## config.mk

```make
export PLATFORM = sky130hd
export DESIGN_NAME = seg_scan_decoder
export DESIGN_NICKNAME = d
export VERILOG_FILES = /design/src/rtl/seg_scan_decoder.sv
export SDC_FILE = /design/constraint.sdc
export NUM_CORES = 1
export LEC_CHECK = 0
export BUFFER_PORTS_ARGS = -buffer_cell sky130_fd_sc_hd__buf_2
export CORE_AREA = 5 5 119 121
export CTS_CLUSTER_SIZE = 14
export DETAILED_ROUTE_END_ITERATION = 10
export DIE_AREA = 0 0 124 126
export RECOVER_POWER = 50
export SLEW_MARGIN = 20
export SYNTH_ARGS = -nofsm -noshare
export SYNTH_HDL_FRONTEND = slang
export SYNTH_SLANG_ARGS = --single-unit
```

## constraint.sdc

```tcl
create_clock -name clk -period 3.45 [get_ports clk]
set_input_delay 0.5175 -clock clk [delete_from_list [all_inputs] [get_ports clk]]
set_output_delay 0.5175 -clock clk [all_outputs]
set_load 0.02 [all_outputs]
```

## src/rtl/seg_scan_decoder.sv

```systemverilog
// Recovers the hex word shown on a scanned 4-digit 7-segment display.
// Define SEGDEC_DP_EN to also decode the decimal points from SEG[7].
module seg_scan_decoder #(
    parameter int SETTLE  = 4,
    parameter int TIMEOUT = 65535
) (
    input  logic        clk,
    input  logic        R,
    input  logic [3:0]  AN,
    input  logic [7:0]  SEG,
    output logic [15:0] dat,
    output logic [3:0]  dp,
    output logic [3:0]  blank,
    output logic        valid,
    output logic        frame,
    output logic        err
);

`ifdef SEGDEC_DP_EN
    localparam int W = 12;
`else
    localparam int W = 11;
`endif
    localparam int SW = $clog2(SETTLE + 1);
    localparam int TW = $clog2(TIMEOUT + 1);

    logic [W-1:0]  pins, s1, s2, prv;
    logic [SW-1:0] scnt;
    logic [TW-1:0] tcnt;
    logic [15:0]   sh_dat;
    logic [3:0]    sh_blank, seen, seen_d, an_s, g_nib;
    logic [6:0]    gl;
    logic [1:0]    dig;
    logic          stable, strobe, an_one, an_idle, g_ok, g_blank;
    logic          cap, bad, expire;

    assign pins   = {AN, SEG[W-5:0]};
    assign an_s   = s2[W-1 -: 4];
    assign gl     = ~s2[6:0];
    assign stable = (s2 == prv);
    assign strobe = stable && (scnt == SW'(SETTLE - 1));

    always_comb begin
        g_ok    = 1'b1;
        g_blank = 1'b0;
        g_nib   = 4'h0;
        case (gl)
            7'h3F: g_nib = 4'h0;
            7'h06: g_nib = 4'h1;
            7'h5B: g_nib = 4'h2;
            7'h4F: g_nib = 4'h3;
            7'h66: g_nib = 4'h4;
            7'h6D: g_nib = 4'h5;
            7'h7D: g_nib = 4'h6;
            7'h07: g_nib = 4'h7;
            7'h7F: g_nib = 4'h8;
            7'h6F: g_nib = 4'h9;
            7'h77: g_nib = 4'hA;
            7'h7C: g_nib = 4'hB;
            7'h39: g_nib = 4'hC;
            7'h5E: g_nib = 4'hD;
            7'h79: g_nib = 4'hE;
            7'h71: g_nib = 4'hF;
            7'h00: g_blank = 1'b1;
            default: g_ok = 1'b0;
        endcase
    end

    always_comb begin
        an_one  = 1'b1;
        an_idle = 1'b0;
        dig     = 2'd0;
        case (an_s)
            4'b1110: dig = 2'd0;
            4'b1101: dig = 2'd1;
            4'b1011: dig = 2'd2;
            4'b0111: dig = 2'd3;
            4'b1111: begin
                an_one  = 1'b0;
                an_idle = 1'b1;
            end
            default: an_one = 1'b0;
        endcase
    end

    assign cap    = strobe && an_one && g_ok;
    assign bad    = strobe && !an_idle && !(an_one && g_ok);
    assign expire = !cap && (tcnt == TW'(TIMEOUT - 1));

    // A completed or timed-out mask clears before this cycle's capture lands
    always_comb begin
        seen_d = seen;
        if (seen == 4'hF || expire)
            seen_d = 4'h0;
        if (cap)
            seen_d[dig] = 1'b1;
    end

`ifdef SEGDEC_DP_EN
    logic [3:0] sh_dp;

    always_ff @(posedge clk or posedge R) begin
        if (R) begin
            sh_dp <= '0;
            dp    <= '0;
        end else begin
            if (cap)
                sh_dp[dig] <= ~s2[7];
            if (seen == 4'hF)
                dp <= sh_dp;
        end
    end
`else
    logic unused_dp;
    assign unused_dp = SEG[7];
    assign dp = 4'b0000;
`endif

    always_ff @(posedge clk or posedge R) begin
        if (R) begin
            s1       <= '1;
            s2       <= '1;
            prv      <= '1;
            scnt     <= '0;
            tcnt     <= '0;
            seen     <= '0;
            sh_dat   <= '0;
            sh_blank <= '0;
            dat      <= '0;
            blank    <= '0;
            valid    <= 1'b0;
            frame    <= 1'b0;
            err      <= 1'b0;
        end else begin
            s1  <= pins;
            s2  <= s1;
            prv <= s2;
            if (!stable)
                scnt <= '0;
            else if (scnt != SW'(SETTLE))
                scnt <= scnt + SW'(1);
            if (cap)
                tcnt <= '0;
            else if (tcnt != TW'(TIMEOUT))
                tcnt <= tcnt + TW'(1);
            if (cap) begin
                sh_dat[{dig, 2'b00} +: 4] <= g_nib;
                sh_blank[dig]             <= g_blank;
            end
            seen  <= seen_d;
            frame <= (seen == 4'hF);
            if (seen == 4'hF) begin
                dat   <= sh_dat;
                blank <= sh_blank;
                valid <= 1'b1;
            end else if (expire) begin
                valid <= 1'b0;
            end
            if (bad)
                err <= 1'b1;
        end
    end

endmodule

```

==> parameters.txt <==
Parameter                              Value

Outcome
  Result of the run    finished with violations
  Violated checks    capacitance limit, slew limit

CTS
  Number of cells upsized or downsized after cts    0
  Number of clock sinks    99
  Number of post-CTS setup repair buffers    0
  Hold-fix buffer count after cts    0
  Worst-case clock buffer depth    2
  Clock latency reported for the late side of the worst-skew pair    between 300 and 400 ps
  Clock tree root buffer cell    sky130_fd_sc_hd__clkbuf_16
  H-tree depth    3
  Clock-pin transition on the worst setup and hold timing paths    ~60 ps
  TritonCTS clock tree    yes
  Number of buffers created by CTS    9

Layout
  Leading cell type in the layout, fill and taps excluded    sky130_fd_sc_hd__nand2_1
  Final Core Density    approximately 39%
  Final Net Count    ~470
  Ant diodes    0
  Share of final-layout standard cells stronger than drive strength 1    about a fifth
  Area Growth Syn to Fin    13.88%
  Most frequent cells in the layout    sky130_fd_sc_hd__nand2_1, sky130_fd_sc_hd__dfrtp_1, sky130_fd_sc_hd__buf_2
  Number of filler cells placed in the layout    1293

Power
  Switching power as a share of total power    21.13%
  Worst IR drop on VDD    roughly 0.00032 V
  Portion of total power attributed to sequential cells    53.6%
  P_int    approximately 1.8 mW
  Switching power of the nets    481.8 uW
  Power density relative to cell area    450.4 nW/um2
  Reported leakage power    ~2.3 nW
  Part of the total power dissipated in combinational logic    4.0%
  Proportion of power drawn by the clock network    a little over two fifths

Synth
  Number of standard cells after synthesis    416
  Flops & latches, synth    about 100
  Library cell occupying the most area in the post-synthesis netlist    sky130_fd_sc_hd__dfrtp_1
  Ys Warns    0
  Area contributors post-synth    sky130_fd_sc_hd__dfrtp_1, sky130_fd_sc_hd__dfstp_2, sky130_fd_sc_hd__nand2_1
  Area fraction of the dominant cell type after synthesis    roughly 37%
  Post-synthesis sequential area ratio    a little under three fifths
  EDFF count, synth    0
  Ys flop type    sky130_fd_sc_hd__dfrtp_1
  Post-synthesis cell type count    between 50 and 60
  Fraction of registers with async set or reset after synthesis    100.0%
  Synthesized area divided by synthesized cell count    between 10 and 15 um2
  Syn Std Cell Area    roughly 4400 um2

Place
  Count of input and output buffers    35
  Placed wire-length estimate    5303 um
  Final RePlAce weighted congestion    ~0.74

Route
  Pre-antenna DRT Iters    4
  Routed length per instance    between 10 and 15 um
  Total wire length after detailed routing    roughly 7700 um
  Count of routing violations after the opening detailed-route iteration    ~150
  Via-per-instance ratio    between 4 and 5
  Routed Antenna Nets    0
  DRC    0
  DR vias    between 2000 and 3000

Timing
  Final worst path period need    2876 ps
  Number of setup violations in the final report    0
  Period Utilization, post-route    roughly 83%
  Transition time at the pin with the least slew margin    between 1500 and 2000 ps
  Worst rel slew slack    -6.748%
  Fin. Hold Viols    0
  Total negative slack for setup checks    0 ps
  Worst clock skew    approximately 8.3 ps
  Max Slew Vio Count    80
  Setup repair after global routing missed its margin    false
  Highest clock frequency the design can meet    0.3477 GHz

Flow run
  Max-capacitance violation count    1

Critical path
  Register-to-register setup slack    ~570 ps
  Family of cells with the greatest summed delay on the critical path    simple AND/OR/NAND/NOR gates
  Depth of the most critical reg-to-reg path    7
  CP Data Arrival Time    ~3200 ps
  Worst path required time    3720 ps
  Reg-to-reg startpoint    s2[3]
  Cell type of the slowest stage on the worst timing path    sky130_fd_sc_hd__dfstp_1
  Biggest cell delay along the critical path    slightly below 900 ps
  Worst Path Class, Setup    reg -> reg
  Largest fanout of any net on the critical path    17
  Critical path buffer and inverter count    1
  Worst reg2reg path endpoint    sh_dat[10]
  Sort of element at the start of the critical path    flip-flop
  Crit path capture type    flip-flop
  Critical path, cell by cell    or3b_1, a2111oi_2, a31oi_1, nand4_1, buf_4, nor4b_2, a22o_1

Worst hold path
  Hold path startpoint    SEG[6]
  Hold Path End    s1[6]
  Worst hold-check path type    in -> reg
  Count of cells along the worst hold path    1

Floorplan
  Die area    between 15000 and 20000 um2
  Die Y    between 100 and 150 um
  I/O pin cnt    a little over 40
  Initial standard-cell utilization of the core    ~34%
  Die W    124 um
  Standard-cell rows    42
  Core Footprint    12980 um2

Global route
  Number of global-route vias before repair    approximately 2900
  GRT Residual Overflow    0
  Aggregate global-route resource usage    around 11%
  Maximum number of pins on one net before global-route repair    80
  Global-route wire length before repair    around 14000 um
  Number of antenna violations at the first check in global routing    0
[how the worst max path moves through the flow]
stage / from / end / slack, ps / cells after the start
6_report: s2[3] / sh_dat[10] / 570 / 7
5_1_grt: s2[4] / tcnt[6] / 350 / 6
4_1_cts: s2[3] / tcnt[6] / 730 / 6
3_5_place_dp: s2[3] / tcnt[6] / 740 / 6
3_3_place_gp: s2[3] / tcnt[6] / 810 / 6
2_1_floorplan: R / blank[0] / 400 / 1
[routing by layer]
layer,global-route usage [%],part of all wire (%)
met3,2.915,4.6
met5,0,0
met1,14.65,48
met4,3.286,1.5
met2,16.80,46
[flip-flops by register name, summed over array words and instances (netlist names)]
name and flops:
s2 11, s1 11, tcnt 16, frame 1
prv 11, scnt 3, valid 1, sh_blank 4
seen 4, blank 4, dat 16, sh_dat 16
err 1
[cell families (layout without fill, tap and decap cells)]
family	after synthesis	in the layout	share of synthesized area (%)
AO/OA/AOI/OAI	54	54	8.952
adder cells (fa/ha/maj)	12	12	3.378
XOR/XNOR	28	28	5.518
other	1	4	0.08438
flip-flops	99	99	56.67
AND/OR/NAND/NOR	183	183	21.26
buffers and inverters	39	71	4.138
[synthesized netlist by cell type (all sizes together), types with 2 or more instances]
| cell | instances |
|---|---|
| or2 | 2 |
| o21ai | 8 |
| buf | 16 |
| nor2 | 29 |
| a31oi | 2 |
| a211oi | 2 |
| nand3b | 3 |
| dfrtp | 66 |
| nor3 | 5 |
| or3b | 3 |
| nand3 | 21 |
| inv | 15 |
| xor2 | 18 |
| a22o | 16 |
| nand4 | 5 |
| and2 | 4 |
| nor4b | 4 |
| and3 | 5 |
| nor3b | 5 |
| ha | 12 |
| dfstp | 33 |
| xnor2 | 10 |
| clkbuf | 8 |
| o2bb2ai | 4 |
| nor4 | 5 |
| o211ai | 2 |
| nand4b | 2 |
| and4 | 2 |
| nand2 | 83 |
| a21oi | 11 |
| and4b | 2 |
[area by class of cell]
type	count	area, um2	area share, %
Multi-Input combinational cell	281	1753	34.64
Tap cell	176	220.2	4.351
Timing Repair Buffer	40	212.7	4.203
Clock inverter	3	18.77	0.3708
Clock buffer	13	281.5	5.562
Inverter	15	56.30	1.112
Sequential cell	99	2519	49.77
[per-stage QoR]
step | power, mW | hold slack [ps] | setup slack [ps] | std cells | instance area, um2
4_1_cts | 2.323 | 260.0 | 728.0 | 627 | 5064
3_5_place_dp | 1.340 | 347.0 | 741.1 | 611 | 4763
5_1_grt | 2.384 | 258.0 | 349.6 | 627 | 5061
3_3_place_gp | 1.336 | 345.6 | 809.3 | 611 | 4763
2_1_floorplan | 1.315 | 345.2 | 396.7 | 419 | 4456
6_report | 2.280 | 277.3 | 573.7 | 627 | 5061
[power groups by stage]
stage | clock [mW] | combinational (mW) | sequential, mW
floorplan | 0 | 0.0885 | 1.23
global placement | 0 | 0.0919 | 1.24
detailed placement | 0 | 0.0937 | 1.25
CTS | 1.00 | 0.0940 | 1.23
global route | 1.05 | 0.107 | 1.23
finish | 0.966 | 0.0908 | 1.22
No activity file was read; power rests on OpenSTA's default activity.
